--- config.mk ---
export PLATFORM = sky130hd
export DESIGN_NAME = ysyx_23060240_ifu_sram_flat
export DESIGN_NICKNAME = d
export VERILOG_FILES = /design/src/rtl/ysyx_23060240_ifu_pkg.sv /design/src/rtl/ysyx_23060240_ifu_sram_if.sv /design/src/rtl/ysyx_23060240_pmem_rport.sv /design/src/rtl/ysyx_23060240_ifu_sram.sv /design/src/flat_wrapper.sv
export SDC_FILE = /design/constraint.sdc
export NUM_CORES = 1
export LEC_CHECK = 0
export CELL_PAD_IN_SITES_DETAIL_PLACEMENT = 0
export CELL_PAD_IN_SITES_GLOBAL_PLACEMENT = 1
export CORE_UTILIZATION = 30
export CTS_BUF_LIST = sky130_fd_sc_hd__clkbuf_2
export DETAILED_ROUTE_END_ITERATION = 8
export PLACE_DENSITY_LB_ADDON = 0.2
export SLEW_MARGIN = 15
export SYNTH_ARGS = -nofsm -noshare
export SYNTH_HDL_FRONTEND = slang
export SYNTH_SLANG_ARGS = --single-unit
--- constraint.sdc ---
create_clock -name clk -period 4.7 [get_ports clk]
set_clock_uncertainty 0.2 [all_clocks]
set_input_delay 1.175 -clock clk [delete_from_list [all_inputs] [get_ports clk]]
set_output_delay 1.175 -clock clk [all_outputs]
set_load 0.01 [all_outputs]
--- src/rtl/ysyx_23060240_ifu_pkg.sv ---
// ysyx_23060240_ifu_pkg: shared fetch-path types, response codes and pmem window.
package ysyx_23060240_ifu_pkg;

   typedef enum logic [1:0] {
      IDLE = 2'd0,
      WAIT = 2'd1,
      RESP = 2'd2
   } ifu_state_t;

   localparam logic [1:0] RESP_OKAY   = 2'b00;
   localparam logic [1:0] RESP_SLVERR = 2'b10;
   localparam logic [1:0] RESP_DECERR = 2'b11;

   localparam logic [31:0] PMEM_BASE = 32'h8000_0000;
   localparam logic [31:0] PMEM_SIZE = 32'h0800_0000;

   // 33-bit window bound so a window ending at 2^32 never wraps
   function automatic logic [1:0] resp_code(input logic [31:0] addr, input logic [31:0] base,
                                            input logic [31:0] size);
      logic [32:0] lim;
      lim = {1'b0, base} + {1'b0, size};
      return (addr[1:0] != 2'b00) ? RESP_SLVERR :
             ({1'b0, addr} < {1'b0, base} || {1'b0, addr} >= lim) ? RESP_DECERR : RESP_OKAY;
   endfunction

endpackage

--- src/rtl/ysyx_23060240_ifu_sram_if.sv ---
// ysyx_23060240_ifu_sram_if: fetch read-address/read-data bus plus the pmem read port.
interface ysyx_23060240_ifu_sram_if;
   logic [31:0] araddr;
   logic        arvalid;
   logic        arready;
   logic [31:0] rdata;
   logic [1:0]  rresp;
   logic        rvalid;
   logic        rready;
   logic        pmem_en;
   logic [31:0] pmem_addr;
   logic [31:0] pmem_rdata;

   modport master (output araddr, arvalid, rready, input arready, rdata, rresp, rvalid);
   modport slave (input araddr, arvalid, rready, output arready, rdata, rresp, rvalid);
   modport mem_client (output pmem_en, pmem_addr, input pmem_rdata);
   modport mem_model (input pmem_en, pmem_addr, output pmem_rdata);
endinterface

--- src/rtl/ysyx_23060240_pmem_rport.sv ---
// ysyx_23060240_pmem_rport: one pmem read per enable pulse, word registered on that edge.
// The memory answers combinationally within the cycle, so a real SRAM macro can replace it.
module ysyx_23060240_pmem_rport (
   input  logic        clk,
   input  logic        rst,
   input  logic        en,
   input  logic        clr,
   input  logic [31:0] addr,
   ysyx_23060240_ifu_sram_if.mem_client mem,
   output logic [31:0] word
);

   assign mem.pmem_en   = en;
   assign mem.pmem_addr = addr;

   always_ff @(posedge clk or negedge rst)
      if (!rst) word <= '0;
      else if (en) word <= mem.pmem_rdata;
      else if (clr) word <= '0;

endmodule

--- src/rtl/ysyx_23060240_ifu_sram.sv ---
// ysyx_23060240_ifu_sram: instruction-memory slave with programmable read latency.
// rvalid rises LAT edges after the accepting edge; the RESP-entry edge does the pmem read.
module ysyx_23060240_ifu_sram
   import ysyx_23060240_ifu_pkg::*;
#(
   parameter int unsigned  LAT  = 1,
   parameter logic [31:0] BASE = PMEM_BASE,
   parameter logic [31:0] SIZE = PMEM_SIZE
) (
   input logic clk,
   input logic rst,
   ysyx_23060240_ifu_sram_if.slave      bus,
   ysyx_23060240_ifu_sram_if.mem_client mem
);

   if (LAT > 15) begin : g_bad_lat
      $error("ysyx_23060240_ifu_sram: LAT must be in 0..15");
   end

   ifu_state_t  state, state_nxt;
   logic [3:0]  cnt;
   logic [31:0] addr;
   logic [31:0] req_addr;
   logic [1:0]  code;
   logic [1:0]  rresp_q;
   logic        arready_q;
   logic        rvalid_q;
   logic        accept;
   logic        enter;
   logic        done;

   assign accept   = bus.arvalid && arready_q;
   assign done     = rvalid_q && bus.rready;
   assign enter    = (accept && LAT == 0) || (state == WAIT && cnt == 4'd1);
   // with no wait cycles the response is formed from the address being accepted
   assign req_addr = (LAT == 0) ? bus.araddr : addr;
   assign code     = resp_code(req_addr, BASE, SIZE);

   assign bus.arready = arready_q;
   assign bus.rvalid  = rvalid_q;
   assign bus.rresp   = rresp_q;

   always_comb begin
      state_nxt = state;
      case (state)
         IDLE:    state_nxt = accept ? ((LAT == 0) ? RESP : WAIT) : IDLE;
         WAIT:    state_nxt = (cnt == 4'd1) ? RESP : WAIT;
         RESP:    state_nxt = done ? IDLE : RESP;
         default: state_nxt = IDLE;
      endcase
   end

   always_ff @(posedge clk or negedge rst)
      if (!rst) begin
         state     <= IDLE;
         cnt       <= '0;
         addr      <= '0;
         arready_q <= 1'b0;
         rvalid_q  <= 1'b0;
         rresp_q   <= RESP_OKAY;
      end else begin
         state     <= state_nxt;
         arready_q <= state_nxt == IDLE;
         if (accept) begin
            addr <= bus.araddr;
            cnt  <= 4'(LAT);
         end else if (state == WAIT) begin
            cnt <= cnt - 4'd1;
         end
         if (enter) begin
            rvalid_q <= 1'b1;
            rresp_q  <= code;
         end else if (done) begin
            rvalid_q <= 1'b0;
         end
      end

   ysyx_23060240_pmem_rport u_rport (
      .clk  (clk),
      .rst  (rst),
      .en   (enter && code == RESP_OKAY),
      .clr  (enter && code != RESP_OKAY),
      .addr (req_addr),
      .mem  (mem),
      .word (bus.rdata)
   );

endmodule

--- src/flat_wrapper.sv ---
// flat-port wrapper written by rule: the top's interface ports become plain ports
module ysyx_23060240_ifu_sram_flat import ysyx_23060240_ifu_pkg::*;
#(
   parameter int unsigned  LAT  = 1,
   parameter logic [31:0] BASE = PMEM_BASE,
   parameter logic [31:0] SIZE = PMEM_SIZE
)
  (clk, rst, bus_araddr, bus_arvalid, bus_rready, bus_arready, bus_rdata, bus_rresp, bus_rvalid, mem_pmem_en, mem_pmem_addr, mem_pmem_rdata);
  ysyx_23060240_ifu_sram_if bus_i ();
  ysyx_23060240_ifu_sram_if mem_i ();
  input logic clk;
  input logic rst;
  input wire logic [$bits(bus_i.araddr)-1:0] bus_araddr;
  input wire logic [$bits(bus_i.arvalid)-1:0] bus_arvalid;
  input wire logic [$bits(bus_i.rready)-1:0] bus_rready;
  output wire logic [$bits(bus_i.arready)-1:0] bus_arready;
  output wire logic [$bits(bus_i.rdata)-1:0] bus_rdata;
  output wire logic [$bits(bus_i.rresp)-1:0] bus_rresp;
  output wire logic [$bits(bus_i.rvalid)-1:0] bus_rvalid;
  output wire logic [$bits(mem_i.pmem_en)-1:0] mem_pmem_en;
  output wire logic [$bits(mem_i.pmem_addr)-1:0] mem_pmem_addr;
  input wire logic [$bits(mem_i.pmem_rdata)-1:0] mem_pmem_rdata;
  assign bus_i.araddr = bus_araddr;
  assign bus_i.arvalid = bus_arvalid;
  assign bus_i.rready = bus_rready;
  assign bus_arready = bus_i.arready;
  assign bus_rdata = bus_i.rdata;
  assign bus_rresp = bus_i.rresp;
  assign bus_rvalid = bus_i.rvalid;
  assign mem_pmem_en = mem_i.pmem_en;
  assign mem_pmem_addr = mem_i.pmem_addr;
  assign mem_i.pmem_rdata = mem_pmem_rdata;
  ysyx_23060240_ifu_sram #(.LAT(LAT), .BASE(BASE), .SIZE(SIZE)) u_core (.clk(clk), .rst(rst), .bus(bus_i), .mem(mem_i));
endmodule
# [Word level (Yosys, flattened, before mapping)]
# Index checks and enable logic that the tools add are counted.
[op_classes] n_addsub=1 mul=0 div_mod_pow=0 n_lt_le_gt_ge=2 eq_ne=3 shift=0 n_mux=12 n_bitwise=0 reduce_logical=14
[ops] cell="2-to-1 mux 32 bit" count=2
[ops] cell=">= comparator 32 bit (second input constant)" count=1
[ops] cell="less-than comparator 32 bit (second input constant)" count=1
[ops] cell="nonzero test 2 bit" count=5
[ops] cell="2-to-1 mux 2 bit" count=4
[ops] cell="2-to-1 mux 4 bit" count=2
[ops] cell="logical NOT 2 bit" count=3
[ops] cell="case mux 2 bit (3 select lines)" count=1
[ops] cell="logical AND 1 bit" count=5
[ops] cell="== test 4 x 1 -> 1 bit (second input constant)" count=1
[ops] cell="subtractor 4 x 1 -> 4 bit (second input constant)" count=1
[ops] cell="2-to-1 mux 1 bit" count=3
[ops] cell="== test 2 x 1 -> 1 bit (second input constant)" count=1
[ops] cell="== test 2 bit (second input constant)" count=1
[ops] cell="logical OR 1 bit" count=1
[totals] register_bits=74 latch_bits=0 mem_bits_rw=0 mem_bits_ro=0 input_bits=68 out_inout_bits=69 wordCells=39 memories=0

# [Logic depth before layout (Yosys ltp)]
# Gate-level depths: netlist of run 1.
[logic_depth] ltp_word=8 ltp_mapped=6

# [By module]
# Synthesis of run 1 repeated with hierarchy kept, for this count alone.
[hier_totals] hier_cells=222 hier_area_um2=3239.4
[modules_own_cells] module="ysyx_23060240_ifu_sram" instances=1 cells_each=117 area_each_um2=1818.0 seq_area_each_um2=1051.0
[modules_own_cells] module="ysyx_23060240_pmem_rport" instances=1 cells_each=105 area_each_um2=1421.4 seq_area_each_um2=800.8

# [Worst setup path after synthesis of run 1]
# No wires, ideal clock.
[synth_path] path_kind="register -> output" start="reg u_core.cnt[1]" end="out mem_pmem_en" arrival_ps=1356 required_ps=3325 setup_slack_ps=1969 stages_incl_launch_ff=7 cell_sequence="dfrtp_1 > inv_1 > ha_1 > nor3b_4 > nand2_4 > buf_2 > nor2_1"
[synth_between] elab_chain_len=3
[synth_lines] element="start, declared" line_no="ysyx_23060240_ifu_sram.sv:21" rtl="logic [3:0] cnt;"
[synth_lines] element="start signal, assigned" line_no="ysyx_23060240_ifu_sram.sv:66" rtl="cnt <= 4'(LAT);"
[synth_lines] element="start signal, assigned" line_no="ysyx_23060240_ifu_sram.sv:68" rtl="cnt <= cnt - 4'd1;"
[synth_lines] element="== test 4 x 1 -> 1 bit" line_no="ysyx_23060240_ifu_sram.sv:34" rtl="assign enter = (accept && LAT == 0) || (state == WAIT && cnt == 4'd1);"
[synth_lines] element="logical AND 1 bit" line_no="ysyx_23060240_ifu_sram.sv:34"
[synth_lines] element="logical AND 1 bit" line_no="ysyx_23060240_ifu_sram.sv:81" rtl=".en (enter && code == RESP_OKAY),"
[synth_lines] element="end, declared" line_no="flat_wrapper.sv:20" rtl="output wire logic [$bits(mem_i.pmem_en)-1:0] mem_pmem_en;"
# No other way between the ends.

# [Final worst setup path of run 1]
# Same ends and word-level chain as after synthesis.

==> reports/metrics.yaml, run 1 <==
outcome: "finished, final reports clean"
ir_drop_uv: 252
multi_input_area_um2: 1040
drtPass1Iterations: 4
die_y_um: 102
drv_slew: 0
die-area_um2: 10300
drt_iter0_markers: 61
fill_cells: 907
cp_data_arrival_time_ns: 2.74
core_area_um2: 9680
yosys-top-cells-area: "dfrtp_1 62%, mux2_2 12%, o2bb2ai_1 9.4%"
die_w_um: 102
critPathMaxStageDelay_ns: 0.55
synthArstFlopShare: 1.00
synth_top_area_cell: "dfrtp_1"
comb_power_share: 0.443
dp_hpwl_mm: 4.69
hold_violations: 0
final_nets: 427
synth.most_common_cell: "dfrtp_1"
pwr-share-clk: 0.141
period_needed_ns: 4.12
synth-edff-count: 0
netlist.area_leader.share: 0.621
globalRouteTotalUtil: 0.143
drv_cap: 0
syn_nets: 292
intPower_uw: 1510
vias_per_cell: 4.61
rows: 36
insertion_delay_ns: 0.47
num_vias: 2275
slowest_stage: "clkdlybuf4s50_1"
netSwitchingFraction: 0.341
fmax_ghz: 0.243
setup_slack_ns: 0.585
finalCritPeriodShare: 0.876
grt_pass1_wl_mm: 11.3
ctsResizeCount: 0
maxSlewHeadroom: 0.367
synth-seq-cells: 74
worstPathRequired_ns: 3.32
cts_buffers: 9
synth_area_per_cell_um2: 13.4
start_util: 0.308
drive_gt1_frac: 0.153
seq_area_um2: 1850
setup_viol: 0
fin_cells: 493
endpoint_kind: "output port"
power_leakage_uw: 0.00184
cp-start-kind: "flip-flop"
worstSetupPathType: "reg2out"
netlist_area_um2: 2980
synth_cells: 222
grt_start_max_net_pins: 75
worstRegToRegCells: 6
ys_seq_area_frac: 0.621
p_per_area_nw_per_um2: 503
htree_levels: 3
antenna_left: 0
worstMarginPinSlew_ns: 0.950
path_cells: "inv_1 -> ha_1 -> nor3b_4 -> buf_4 -> nand2_4 -> nor2_1 -> clkdlybuf4s50_1"
routed_wl_mm: 7.06
cts-root-buf: "clkbuf_2"
grt_pass1_vias: 2312
dpl-instance-area_um2: 4460
clock-sinks: 74
place_inst: 479
final_cell_area_um2: 4550
rsz0062_at_grt: "no"
yosys.cell_types.count: 26
hold_class: "reg2reg"
postCtsSetupRepairBufs: 0
path_max_fanout: 37
pre_cts_slack_ns: 1.05
ys_warn_count: 0
hold_buffers: 0
path_clk_slew_ns: 0.17
hold_slack_ns: 0.315
p_seq_frac: 0.415
p_sw_uw: 782
clockBufferDepth: 2
grt_overflow_total: 0
area_growth_pct: 52.7
port_buffers: 136
io_pins: 137
fin_tns_setup_ns: 0
hold_depth: 1
drt-wirelength-per-cell_um: 14.3
cts_tree: "yes"
gp_routability_congestion: 0.644
drc_errors: 0
antennaDiodeCount: 0
synth_common_cells: "74 x dfrtp_1, 33 x nand3_1, 32 x mux2_2, 32 x o2bb2ai_1, 16 x buf_2"
antenna_found_initial: 0
synth-main-ff-cell: "dfrtp_1"
==> layout make-up <==
type,count,share of cell area
timing repair buffer,140,0.305
inverter,3,0.00247
tap,133,0.0365
clock buffer,10,0.0110
clock inverter,4,0.00989
sequential,74,0.407
multi-input combinational,129,0.229
==> stage by stage <==
stage	util	power, uW
floorplan	-	1480
global placement	0.460	1990
detailed placement	0.460	2000
CTS	0.470	2340
global route	0.470	2460
finish	0.470	2290
==> final timing paths <==
kind,startpoint,endpoint,slack [ns]
worst min-delay path,u_core.u_rport.word[5],u_core.u_rport.word[5],0.31
worst max register to register,u_core.cnt[1],u_core.bus.rresp[1],2.46
worst min register to register,u_core.u_rport.word[5],u_core.u_rport.word[5],0.31
min in group asynchronous,rst,u_core.u_rport.word[10],0.61
worst max-delay path,u_core.cnt[1],mem_pmem_en,0.58
max in group asynchronous,rst,u_core.addr[22],3.05
==> logic make-up after synthesis <==
logic type / count (synthesis) / synth area share
compound gates: 40 / 0.112
xor+xnor: 2 / 0.00588
fa+ha+maj: 2 / 0.00839
buf+inv: 19 / 0.0306
flops: 74 / 0.621
mux: 35 / 0.132
simple gates: 50 / 0.0906
==> worst max-delay path: cells and delay by family (launching register included) <==
family                     cells  cell delay [ns]
adders and majority gates      1             0.19
DFF                            1             0.42
and+or+nand+nor                3             0.70
buffers and inverters          3             0.98
==> cell usage in the layout (no fill, tap or decap), drive strengths merged, types with 2 or more instances in the layout <==
cell type	Yosys	final
nor2	4	4
clkbuf	0	10
nand2	7	7
mux2	34	34
clkdlybuf4s50	0	135
buf	16	5
inv	3	3
a21oi	3	3
nand3	33	33
o2bb2ai	32	32
ha	2	2
dfrtp	74	74
clkinv	0	3
==> power groups by stage <==
stage / clock network [uW] / logic, uW / registers [uW]
floorplan: 0 / 450 / 1030
detailed placement: 0 / 1030 / 966
CTS: 346 / 1040 / 956
global placement: 0 / 1030 / 958
global route: 379 / 1100 / 980
finish: 324 / 1020 / 952
==> state kept, by name (all words and copies together), names as in the netlist <==
register and flops:
u_core.bus.rvalid 1, u_core.bus.rresp 2, u_core.state 2, u_core.addr 32, u_core.cnt 4, u_core.bus.arready 1, u_core.u_rport.word 32
==> routing by layer <==
metal / routed length (um) / vias to the layer above / track usage / part of all wire
met5: 0 / - / 0 / 0
met4: 53 / 0 / 0.0569 / 0.0075
met3: 624 / 5 / 0.0518 / 0.088
met2: 3110 / 92 / 0.217 / 0.44
met1: 3270 / 1100 / 0.187 / 0.46
li1: - / 1078 / - / -
No activity file was read; power rests on OpenSTA's default activity.
==> run 2, diff against run 1 <==
--- a/config.mk
+++ b/config.mk
@@ -5,6 +5,7 @@
 export SDC_FILE = /design/constraint.sdc
 export NUM_CORES = 1
 export LEC_CHECK = 0
+export ABC_AREA = 1
 export CELL_PAD_IN_SITES_DETAIL_PLACEMENT = 0
 export CELL_PAD_IN_SITES_GLOBAL_PLACEMENT = 1
 export CORE_UTILIZATION = 30
==> reports/metrics.yaml, run 2 <==
yosys-top-cells-area: "dfrtp_1 62%, nand2_1 21%, nand3_1 5.5%"
ys_warn_count: 0  # unchanged
fmax_ghz: 0.252  # +3.7%
grt_pass1_vias: 2507  # +8.4%
synth-seq-cells: 74  # unchanged
rows: 36  # unchanged
outcome: "finished, final reports clean"
final_common_cell: "nand2_1"
worstMarginPinSlew_ns: 0.929  # -0.0206 ns
drive_gt1_frac: 0.0489  # -0.104
drv_slew: 0  # unchanged
synth_cells: 333  # +50%
path_max_fanout: 39  # +5.4%
ys_seq_area_frac: 0.615  # -0.00594
core_area_um2: 9730  # +0.47%
finalCritPeriodShare: 0.844  # -0.0315
gp_routability_congestion: 0.734  # +14%
grt_start_max_net_pins: 75  # unchanged
worstSetupStartpoint: "u_core.cnt[1]"
worstSetupPathType: "reg2out"
worstPathRequired_ns: 3.32  # about the same
p_per_area_nw_per_um2: 629  # +25%
netlist_area_um2: 3010  # +0.97%
endpoint_kind: "output port"
die_y_um: 102  # +0.47%
clockBufferDepth: 2  # unchanged
hold_violations: 0  # unchanged
cts-root-buf: "clkbuf_2"
insertion_delay_ns: 0.47  # about the same
antennaDiodeCount: 0  # unchanged
setup_viol: 0  # unchanged
htree_levels: 3  # unchanged
hold_start: "u_core.u_rport.word[7]"
power_leakage_uw: 0.00225  # +22%
hold_buffers: 0  # unchanged
syn_nets: 403  # +38%
routed_wl_mm: 7.26  # +2.8%
globalRouteTotalUtil: 0.147  # +0.00350
ctsResizeCount: 0  # unchanged
path_clk_slew_ns: 0.19  # +0.02 ns
num_vias: 2604  # +14%
ir_drop_uv: 265  # +5.3%
port_buffers: 136  # unchanged
antenna_left: 0  # unchanged
final_nets: 535  # +25%
final_cell_area_um2: 4590  # +0.69%
synth_area_per_cell_um2: 9.04  # -33%
dpl-instance-area_um2: 4430  # -0.59%
vias_per_cell: 4.32  # -6.4%
rsz0062_at_grt: "no"
drc_errors: 0  # unchanged
die-area_um2: 10400  # +0.94%
fin_tns_setup_ns: 0  # unchanged
die_w_um: 102  # +0.47%
postCtsSetupRepairBufs: 0  # unchanged
yosys.cell_types.count: 26  # unchanged
reg_top3: "u_core.addr x32, u_core.u_rport.word x32, u_core.cnt x4"
netlist.area_leader.share: 0.615  # -0.00594
hold_class: "reg2reg"
drtPass1Iterations: 4  # unchanged
dp_hpwl_mm: 4.84  # +3.2%
drv_cap: 0  # unchanged
clock-sinks: 74  # unchanged
antenna_found_initial: 0  # unchanged
start_util: 0.309  # +0.00153
synthArstFlopShare: 1.00  # unchanged
maxSlewHeadroom: 0.377  # +0.00990
synth_top_area_cell: "dfrtp_1"
period_needed_ns: 3.97  # -0.148 ns
synth.most_common_cell: "nand2_1"
area_growth_pct: 52.3
synth_common_cells: "172 x nand2_1, 74 x dfrtp_1, 33 x nand3_1"
r2r_start: "u_core.cnt[1]"
cp-start-kind: "flip-flop"
synth-edff-count: 0  # unchanged
final_cell_mix: "172 x nand2_1, 135 x clkdlybuf4s50_1, 74 x dfrtp_1"
synth-main-ff-cell: "dfrtp_1"
grt_overflow_total: 0  # unchanged
io_pins: 137  # unchanged
cts_buffers: 9  # unchanged
drt_iter0_markers: 133  # +120%
grt_pass1_wl_mm: 11.8  # +4.7%
cp_data_arrival_time_ns: 2.59  # -0.15 ns
drt-wirelength-per-cell_um: 12.0  # -16%
cts_tree: "yes"
-- run 2: final timing paths --
path,endpoint,slack [ns],depth (start not counted)
setup / recovery,mem_pmem_en,0.73,7
hold / removal,u_core.u_rport.word[7],0.30,2
setup reg to reg,u_core.u_rport.word[10],2.51,8
hold reg to reg,u_core.u_rport.word[7],0.30,2
max in group asynchronous,u_core.u_rport.word[11],3.08,1
min in group asynchronous,u_core.u_rport.word[28],0.59,1
-- run 2: layout make-up --
type,instances,area (um2)
Clock buffer,9,45.0
Inverter,10,37.5
Tap cell,133,166
Fill cell,987,5140
Clock inverter,7,108
Sequential cell,74,1850
Timing Repair Buffer,137,1370
Multi-Input combinational cell,233,1010
-- run 2: metal layers --
layer / global-route usage / share of wire / up-vias
met5: 0 / 0 / -
li1: - / - / 1306
met3: 0.0554 / 0.084 / 6
met2: 0.227 / 0.44 / 94
met1: 0.193 / 0.47 / 1198
met4: 0.0429 / 0.0088 / 0
-- run 2: cell families (layout without fill, tap and decap cells) --
| logic type | count (synthesis) | in the layout | synth area share |
|---|---|---|---|
| AOI/OAI and AO/OA | 10 | 10 | 0.0195 |
| and+or+nand+nor | 221 | 221 | 0.306 |
| buffers and inverters | 26 | 163 | 0.0507 |
| adders and majority gates | 2 | 2 | 0.00831 |
| DFF | 74 | 74 | 0.615 |
-- run 2: stage by stage --
step	hold WS [ns]	utilization	cells	setup slack (ns)	power, uW
finish	0.303	0.471	603	0.733	2890
global route	0.326	0.471	603	0.432	3120
CTS	0.310	0.471	603	0.632	2940
detailed placement	0.265	0.456	587	1.25	2480
global placement	0.261	0.455	587	1.33	2470
floorplan	0.273	-	333	2.08	1740
-- run 2: where the power goes --
part | total, uW | internal (uW) | switching, uW
Sequential | 1120 | 937 | 184
Combinational | 1330 | 701 | 625
Clock | 439 | 225 | 215
Total | 2890 | 1860 | 1020
-- run 2: worst max-delay path: stages, from the launching register on --
cell,delay (ns)
dfrtp_1,0.44
inv_1,0.08
ha_1,0.16
nand2_1,0.07
inv_2,0.07
nand3_4,0.37
nor3_1,0.36
clkdlybuf4s50_1,0.58
